==> config.mk <==
export PLATFORM = sky130hd
export DESIGN_NAME = ultrasonic_echo_emulator
export DESIGN_NICKNAME = d
export VERILOG_FILES = /design/src/rtl/ultrasonic_echo_emulator.sv
export SDC_FILE = /design/constraint.sdc
export NUM_CORES = 1
export LEC_CHECK = 0
export CAP_MARGIN = 5
export CORE_MARGIN = 2
export CORE_UTILIZATION = 40
export CTS_CLUSTER_DIAMETER = 40
export CTS_CLUSTER_SIZE = 20
export DETAILED_ROUTE_END_ITERATION = 16
export SLEW_MARGIN = 20
export SYNTH_ARGS = -nofsm -noshare
export SYNTH_HDL_FRONTEND = slang
export SYNTH_SLANG_ARGS = --single-unit
export TNS_END_PERCENT = 30
==> constraint.sdc <==
create_clock -name clk -period 3.95 [get_ports clk]
set_input_delay 0.79 -clock clk [delete_from_list [all_inputs] [get_ports clk]]
set_output_delay 0.79 -clock clk [all_outputs]
set_load 0.03 [all_outputs]
==> src/rtl/ultrasonic_echo_emulator.sv <==
// Sensor-side HC-SR04 emulator: answers a valid TRIG with an ECHO pulse whose
// width is the round-trip time of the programmed distance (or the no-object timeout).
module ultrasonic_echo_emulator #(
   parameter int unsigned CLOCK_FREQ     = 50_000_000,
   parameter int unsigned SOUND_SPEED    = 34300,
   parameter int unsigned TRIG_MIN       = 500,
   parameter int unsigned RESP_DELAY     = 10_000,
   parameter int unsigned MAX_DIST_CM    = 400,
   parameter int unsigned TIMEOUT_CYCLES = 1_900_000,
   parameter int unsigned HOLDOFF        = 500_000
) (
   input  logic        clk,
   input  logic        rst,
   input  logic        trig,
   input  logic [15:0] distancia_cm,
   input  logic        obj_present,
   output logic        echo,
   output logic        busy,
   output logic        short_trig,
   output logic [15:0] meas_count
);

   localparam logic [47:0] DEN       = 48'(SOUND_SPEED);
   localparam logic [47:0] TWO_F     = 48'(CLOCK_FREQ) * 48'd2;
   localparam logic [15:0] MAXD      = 16'(MAX_DIST_CM);
   localparam logic [31:0] TMIN      = 32'(TRIG_MIN);
   localparam logic [31:0] DLY_LAST  = 32'(RESP_DELAY - 2);
   localparam logic [31:0] TMO       = 32'(TIMEOUT_CYCLES);
   localparam logic [31:0] HOLD_LAST = 32'(HOLDOFF);

   typedef enum logic [2:0] {
      IDLE,
      TRIG_HI,
      DELAY,
      ECHO,
      HOLD
   } state_t;

   state_t      state;
   logic        trig_meta;
   logic        trig_s;
   logic [1:0]  sync_vld;
   logic        armed;
   logic [31:0] cnt;
   logic [31:0] width;
   logic        use_tmo;
   logic [47:0] div_num;
   logic [47:0] div_rem;
   logic [31:0] div_quo;
   logic [5:0]  div_left;

   logic [15:0] d_clamp;
   logic [47:0] num_init;
   logic [48:0] rem_shift;
   logic        rem_ge;

   always_comb begin
      d_clamp   = (distancia_cm > MAXD) ? MAXD : distancia_cm;
      // Adding DEN-1 before the truncating divide yields the ceiling.
      num_init  = 48'(d_clamp) * TWO_F + (DEN - 48'd1);
      rem_shift = {div_rem, div_num[47]};
      rem_ge    = (rem_shift >= {1'b0, DEN});
   end

   // sync_vld marks when the cleared synchronizer output reflects the real pin.
   always_ff @(posedge clk or negedge rst) begin
      if (!rst) begin
         trig_meta <= 1'b0;
         trig_s    <= 1'b0;
         sync_vld  <= '0;
      end else begin
         trig_meta <= trig;
         trig_s    <= trig_meta;
         sync_vld  <= {sync_vld[0], 1'b1};
      end
   end

   always_ff @(posedge clk or negedge rst) begin
      if (!rst) begin
         state      <= IDLE;
         echo       <= 1'b0;
         busy       <= 1'b0;
         short_trig <= 1'b0;
         meas_count <= '0;
         armed      <= 1'b0;
         cnt        <= '0;
         width      <= '0;
         use_tmo    <= 1'b0;
         div_num    <= '0;
         div_rem    <= '0;
         div_quo    <= '0;
         div_left   <= '0;
      end else begin
         short_trig <= 1'b0;

         if (div_left != 6'd0) begin
            div_num  <= div_num << 1;
            div_rem  <= rem_ge ? 48'(rem_shift - {1'b0, DEN}) : rem_shift[47:0];
            div_quo  <= {div_quo[30:0], rem_ge};
            div_left <= div_left - 6'd1;
         end

         case (state)
            IDLE: begin
               // A line already high on entry must drop before it can arm.
               if (trig_s) begin
                  if (armed) begin
                     armed <= 1'b0;
                     cnt   <= 32'd1;
                     state <= TRIG_HI;
                  end
               end else if (sync_vld[1]) begin
                  armed <= 1'b1;
               end
            end

            TRIG_HI: begin
               if (trig_s) begin
                  if (cnt < TMIN) cnt <= cnt + 32'd1;
               end else if (cnt >= TMIN) begin
                  busy     <= 1'b1;
                  cnt      <= '0;
                  use_tmo  <= !obj_present || (d_clamp == 16'd0);
                  div_num  <= num_init;
                  div_rem  <= '0;
                  div_quo  <= '0;
                  div_left <= 6'd48;
                  state    <= DELAY;
               end else begin
                  short_trig <= 1'b1;
                  state      <= IDLE;
               end
            end

            DELAY: begin
               if (cnt == DLY_LAST) begin
                  echo  <= 1'b1;
                  cnt   <= 32'd1;
                  width <= use_tmo ? TMO : div_quo;
                  state <= ECHO;
               end else begin
                  cnt <= cnt + 32'd1;
               end
            end

            ECHO: begin
               if (cnt == width) begin
                  echo       <= 1'b0;
                  meas_count <= meas_count + 16'd1;
                  cnt        <= 32'd1;
                  state      <= HOLD;
               end else begin
                  cnt <= cnt + 32'd1;
               end
            end

            HOLD: begin
               if (cnt == HOLD_LAST) begin
                  busy  <= 1'b0;
                  cnt   <= '0;
                  state <= IDLE;
               end else begin
                  cnt <= cnt + 32'd1;
               end
            end

            default: state <= IDLE;
         endcase
      end
   end

endmodule

## Yosys cells after proc, flatten, opt, wreduce, memory -nomap -nowiden

Cells that the tools add are included.

- Input bits: 20
- Bits in registers: 226
- Output and inout bits: 19
- Word-level logic and storage cells: 108

- Multiplexer cells: 48
- Add/subtract/negate cells: 5
- Multiply operators: 1
- Reductions and logical operators: 17
- Order comparisons: 4
- Bitwise logic cells: 1
- Equality and inequality tests: 16

Operators with widths:

| kind | count |
|---|---|
| 48-bit two-way mux | 9 |
| 32-bit two-way mux | 13 |
| 32-bit case mux with 5 select lines | 1 |
| 49-bit by 16-bit greater-or-equal comparator with 1-bit output, second input constant | 1 |
| 48-bit by 16-bit subtractor with 48-bit output, second input constant | 1 |
| 43-bit by 16-bit adder with 44-bit output, second input constant | 1 |
| 16-bit by 19-bit multiplier with 35-bit output, second input constant | 1 |
| 32-bit by 1-bit adder with 32-bit output, second input constant | 1 |
| 32-bit by 14-bit == test with 1-bit output, second input constant | 1 |
| 32-bit by 19-bit == test with 1-bit output, second input constant | 1 |
| 32-bit == test | 1 |
| 32-bit by 9-bit greater-or-equal comparator with 1-bit output, second input constant | 1 |
| 32-bit by 9-bit < comparator with 1-bit output, second input constant | 1 |
| 6-bit two-way mux | 4 |
| 3-bit two-way mux | 6 |
| 16-bit by 1-bit adder with 16-bit output, second input constant | 1 |
| 16-bit by 9-bit greater-than comparator with 1-bit output, second input constant | 1 |
| 16-bit zero test | 1 |
| 16-bit two-way mux | 1 |
| 3-bit case mux with 5 select lines | 1 |
| 2-bit inequality test, second input constant | 7 |
| 1-bit two-way mux | 10 |
| 3-bit by 2-bit == test with 1-bit output, second input constant | 2 |
| 3-bit inequality test, second input constant | 2 |
| 17 further kinds | 23 |

## Longest topological paths before layout

Gate-level depths: netlist (run 1).

- Word-level depth: 7
- Depth in mapped cells: 30
- Gate-level depth less buffers: 28

## Worst setup path before layout (run 1)

OpenSTA, ideal clock, no wires.

- Path kind: input to register
- Start: input port distancia_cm[0]
- End: register div_num[36]
- Required time: 3.856 ns
- Library setup time: 0.094 ns
- Stages on the path: 27
- Setup slack: -3.630 ns
- Data arrival time: 7.486 ns
- Path buffers: 1
- Path through: o41ai_1 > a21oi_1 > nor2_2 > nand2_1 > inv_1 > fa_1 > inv_1 > fa_1 > inv_1 > fa_1 > fa_1 > fa_1 > inv_1 > fa_1 > inv_1 > ha_1 > buf_2 > and3_1 > and2_1 > a21bo_2 > o211ai_1 > nor4b_4 > nand4_1 > or2_1 > or3_1 > and3_1 > a211oi_1

- Cells in the longest elaborated chain, start to end: 7

Ends and longest elaborated chain:

| item | line | source |
|---|---|---|
| start, declared | 15 | `input logic [15:0] distancia_cm,` |
| 16-bit by 9-bit greater-than comparator with 1-bit output | 58 | `d_clamp = (distancia_cm > MAXD) ? MAXD : distancia_cm;` |
| 16-bit two-way mux * | 58 |  |
| 16-bit by 19-bit multiplier with 35-bit output * | 60 | `num_init = 48'(d_clamp) * TWO_F + (DEN - 48'd1);` |
| 43-bit by 16-bit adder with 44-bit output * | 60 |  |
| 48-bit two-way mux * | 120 | `end else if (cnt >= TMIN) begin` |
| 48-bit two-way mux * | 118 | `if (trig_s) begin` |
| 48-bit two-way mux * | 103 | `case (state)` |
| end signal, assigned | 97 | `div_num <= div_num << 1;` |
| end signal, assigned | 124 | `div_num <= num_init;` |
| end, declared | 47 | `logic [47:0] div_num;` |

Every way passes the cells marked *; elsewhere a longest branch is shown, timed or not.
A chain may end at the register's enable or synchronous reset.

## Worst setup path after layout (run 1)

- Start: input port distancia_cm[3]
- End: register div_num[36]

Same word-level chain as after synthesis.

==> flow_summary.toml, run 1 <==
[outcome]
outcome = "finished with violations"
failed_checks = "setup timing"

[cells_and_area]
diodes = 0
layout_common_cells = "sky130_fd_sc_hd__nand2_1, sky130_fd_sc_hd__buf_4, sky130_fd_sc_hd__dfrtp_1"
layout.nets = 2501
synthToLayoutAreaGrowth_pct = 28.7
share_of_layout_cells_above_drive_strength_1_pct = 21.0
fillCellCount = 4020
final_common_cell = "sky130_fd_sc_hd__nand2_1"
postLayoutCellArea_um2 = 22600

[sta]
period_share_pct = 174
finalWorstSetupSlack_ps = -2920
finalWorstPathRequiredPeriod_ps = 6870
setup_violations = 22
hold_violations = 0
clock-skew-final_ps = 25.4
max_slew_margin_pct = 35.4
grt_setup_unrepaired = "true"
timing_max_transition_violations_final = 0
max_freq_ghz = 0.146
worst_pin_slew_ps = 970

[setup_path]
cp_data_arrival_time_ps = 7330
crit_start = "distancia_cm[3]"
worst_ep_required_time_ps = 4410
critical_path.startpoint_type = "input pin"
cp_max_delay_cell = "sky130_fd_sc_hd__fa_2"
timing.rr.start = "cnt[19]"
critPathKind = "in2reg"
cp-end-kind = "flip-flop"
crit_path_max_fanout = 6
critPathMaxStageDelay_ps = 530

[global_route]
vias_in_the_first_global_route = 15100
gr-total-overflow = 0
grt_first_pass_wirelength_mm = 72.7
antenna_violations_before_repair = 1
grt_start_max_net_pins = 116
grtUsageTotal_pct = 19.4

[synth]
synth_flop_cell = "sky130_fd_sc_hd__dfrtp_1"
synth_warnings = 0
synth_cell_type_count = 87
post_synth_instance_area_um2 = 17500
postSynthCellCount = 1980
async_reset_ff_share_pct = 100
avg_inst_size_synth_um2 = 8.86
synth-edff-count = 0
synth.top_cell.area_share_pct = 32.2
ys_ff_latch = 226
synth-seq-area-share_pct = 32.2
synth_area_leaders = "sky130_fd_sc_hd__dfrtp_1, sky130_fd_sc_hd__fa_1, sky130_fd_sc_hd__ha_1"
yosys_top_cell_by_area = "sky130_fd_sc_hd__dfrtp_1"

[clocking]
clkSlewWorstSetupHoldPaths_ps = 50
cts.sinks = 226
worstSkewPairLatency_ps = 550
cts_tree = "done"
cts_inserted_buffers = 43
clockRootBuffer = "sky130_fd_sc_hd__clkbuf_16"
max-clock-path-buffers = 3
h-tree-depth = 2

[place]
port-buffer-count = 38
gpl.final_weighted_congestion = 0.884
placed_cell_area_um2 = 20100
detailed_place_hpwl_mm = 30.0

[routing]
routed_via_density = 5.01
detail_route.drc_violations = 0
detail-route-antenna-nets = 0
drt_iter0_drc = 736
wl_per_cell_um = 14.5
detailedRoute.firstPassIterationCount = 5
finalWirelength_mm = 41.5
dr_total_vias = 14400

[power_and_ir_drop]
p_leak_nw = 11.1
worst_supply_voltage_drop_on_vdd_mv = 0.805
finalPower_mw = 16.5
pwr_per_cell_area_nw_per_um2 = 732

[floorplan]
fp.coreArea_um2 = 43200
design.portCount = 39
fp.dieH_um = 213
effective_utilization_at_floorplan_pct = 40.6
die-width_um = 213
floorplan.rows = 76
floorplan.die_area_um2 = 45600

[flow_run]
max_cap_violations = 0

[worst_hold_path]
hold_class = "in2async"
==> synth_stat cells (4+ instances only) <==
cell type                  instances
sky130_fd_sc_hd__a21oi_1          96
sky130_fd_sc_hd__nand4_1          23
sky130_fd_sc_hd__nor3b_1           5
sky130_fd_sc_hd__a31o_2            4
sky130_fd_sc_hd__xor2_1           80
sky130_fd_sc_hd__a31oi_1          36
sky130_fd_sc_hd__and2_1           11
sky130_fd_sc_hd__fa_1            103
sky130_fd_sc_hd__mux2i_1           8
sky130_fd_sc_hd__nor2_1          161
sky130_fd_sc_hd__o31ai_1           8
sky130_fd_sc_hd__or2_2             5
sky130_fd_sc_hd__nor4_1           17
sky130_fd_sc_hd__buf_1             6
sky130_fd_sc_hd__inv_1           191
sky130_fd_sc_hd__xnor2_1          75
sky130_fd_sc_hd__a21o_1            9
sky130_fd_sc_hd__o211ai_1          6
sky130_fd_sc_hd__dfrtp_1         226
sky130_fd_sc_hd__nor3_1           33
sky130_fd_sc_hd__nand3_1          52
sky130_fd_sc_hd__o41ai_1           5
sky130_fd_sc_hd__clkbuf_1         75
sky130_fd_sc_hd__o21a_1            7
sky130_fd_sc_hd__or3_1            14
sky130_fd_sc_hd__nand2_1         307
sky130_fd_sc_hd__o21ai_0          65
sky130_fd_sc_hd__or4_1             9
sky130_fd_sc_hd__ha_1            130
sky130_fd_sc_hd__nand3b_1         24
sky130_fd_sc_hd__buf_2            10
sky130_fd_sc_hd__a211oi_1         39
sky130_fd_sc_hd__and3_1           33
sky130_fd_sc_hd__nor2b_1          14
sky130_fd_sc_hd__nand2b_1         13
==> metrics by stage <==
step           util, %  TNS, ps  instances  setup slack [ps]  hold WS [ps]
4_1_cts           52.2   -49840       2888             -2770           348
3_3_place_gp      46.6   -69420       2748             -3890           333
5_1_grt           52.3   -53350       2866             -3160           349
6_report          52.3   -46710       2866             -2920           285
3_5_place_dp      46.6   -71930       2748             -4060           336
2_1_floorplan        -   -53640       2018             -3420           331
==> timing repair <==
item | in CTS | in global routing
hold buffers | 0 | 0
buffers inserted | 62 | 8
endpoints found under the setup margin | 23 | 25
pin swaps | 70 | 41
resized for setup | 143 | 37
==> state kept, by name (all words and copies together), names as in the netlist <==
name / cells
trig_s: 1
div_quo: 32
meas_count: 16
div_left: 6
use_tmo: 1
busy: 1
cnt: 32
short_trig: 1
trig_meta: 1
sync_vld: 2
state: 3
div_num: 48
div_rem: 48
echo: 1
armed: 1
width: 32
==> power by group <==
| part | internal (mW) | switching (mW) | total [mW] |
|---|---|---|---|
| clock network | 2.44 | 1.37 | 3.81 |
| logic | 5.25 | 5.01 | 10.3 |
| registers | 2.40 | 0.0505 | 2.45 |
| total | 10.1 | 6.43 | 16.5 |
==> worst paths after layout <==
check | slack, ps | cells past startpoint | endpoint
setup / recovery | -2920 | 29 | div_num[36]
hold / removal | 280 | 1 | width[12]
setup reg to reg | 560 | 9 | cnt[5]
hold reg to reg | 340 | 0 | trig_s
max in group asynchronous | 2740 | 2 | div_rem[26]
min in group clk | 340 | 0 | trig_s
==> critical path, delay by kind of cell <==
family	cells	cell delay [ps]
fa+ha+maj	7	3190
simple gates	10	1890
compound gates	4	810
buf+inv	8	650
==> layout make-up <==
cell class                 count  area, µm²  share of cell area [%]
sequential                   226       5660                    25.0
tap                          585        732                    3.24
multi-input combinational   1508      11700                    51.8
clock buffer                  47       1120                    4.97
timing repair buffer         278       2250                    9.98
clock inverter                31        388                    1.72
inverter                     191        727                    3.22
==> routing by layer <==
metal | vias to the layer above | wire, µm | GRT usage [%]
met5 | - | 0 | 0
met4 | 0 | 862 | 6.32
met3 | 59 | 1280 | 2.74
met2 | 202 | 21000 | 34.5
met1 | 6956 | 18300 | 24.3
li1 | 7153 | - | -
==> cells by family (layout without fill, tap and decap cells) <==
logic type	Yosys count	count (layout)	share of synthesized area, %
XOR/XNOR	155	155	7.74
AO/OA/AOI/OAI	312	312	11.2
adder cells (fa/ha/maj)	233	233	21.0
buffers and inverters	284	547	6.21
multiplexers	10	10	0.585
other	2	40	0.0428
AND/OR/NAND/NOR	758	758	20.9
flip-flops	226	226	32.2
Note: power is estimated with default switching activity, not from simulation.
==> run 2, diff against run 1 <==
- HOLD_SLACK_MARGIN: not set -> 0.05
==> results of run 2 <==
Final layout, timing and power as in run 1 (identical DEF).
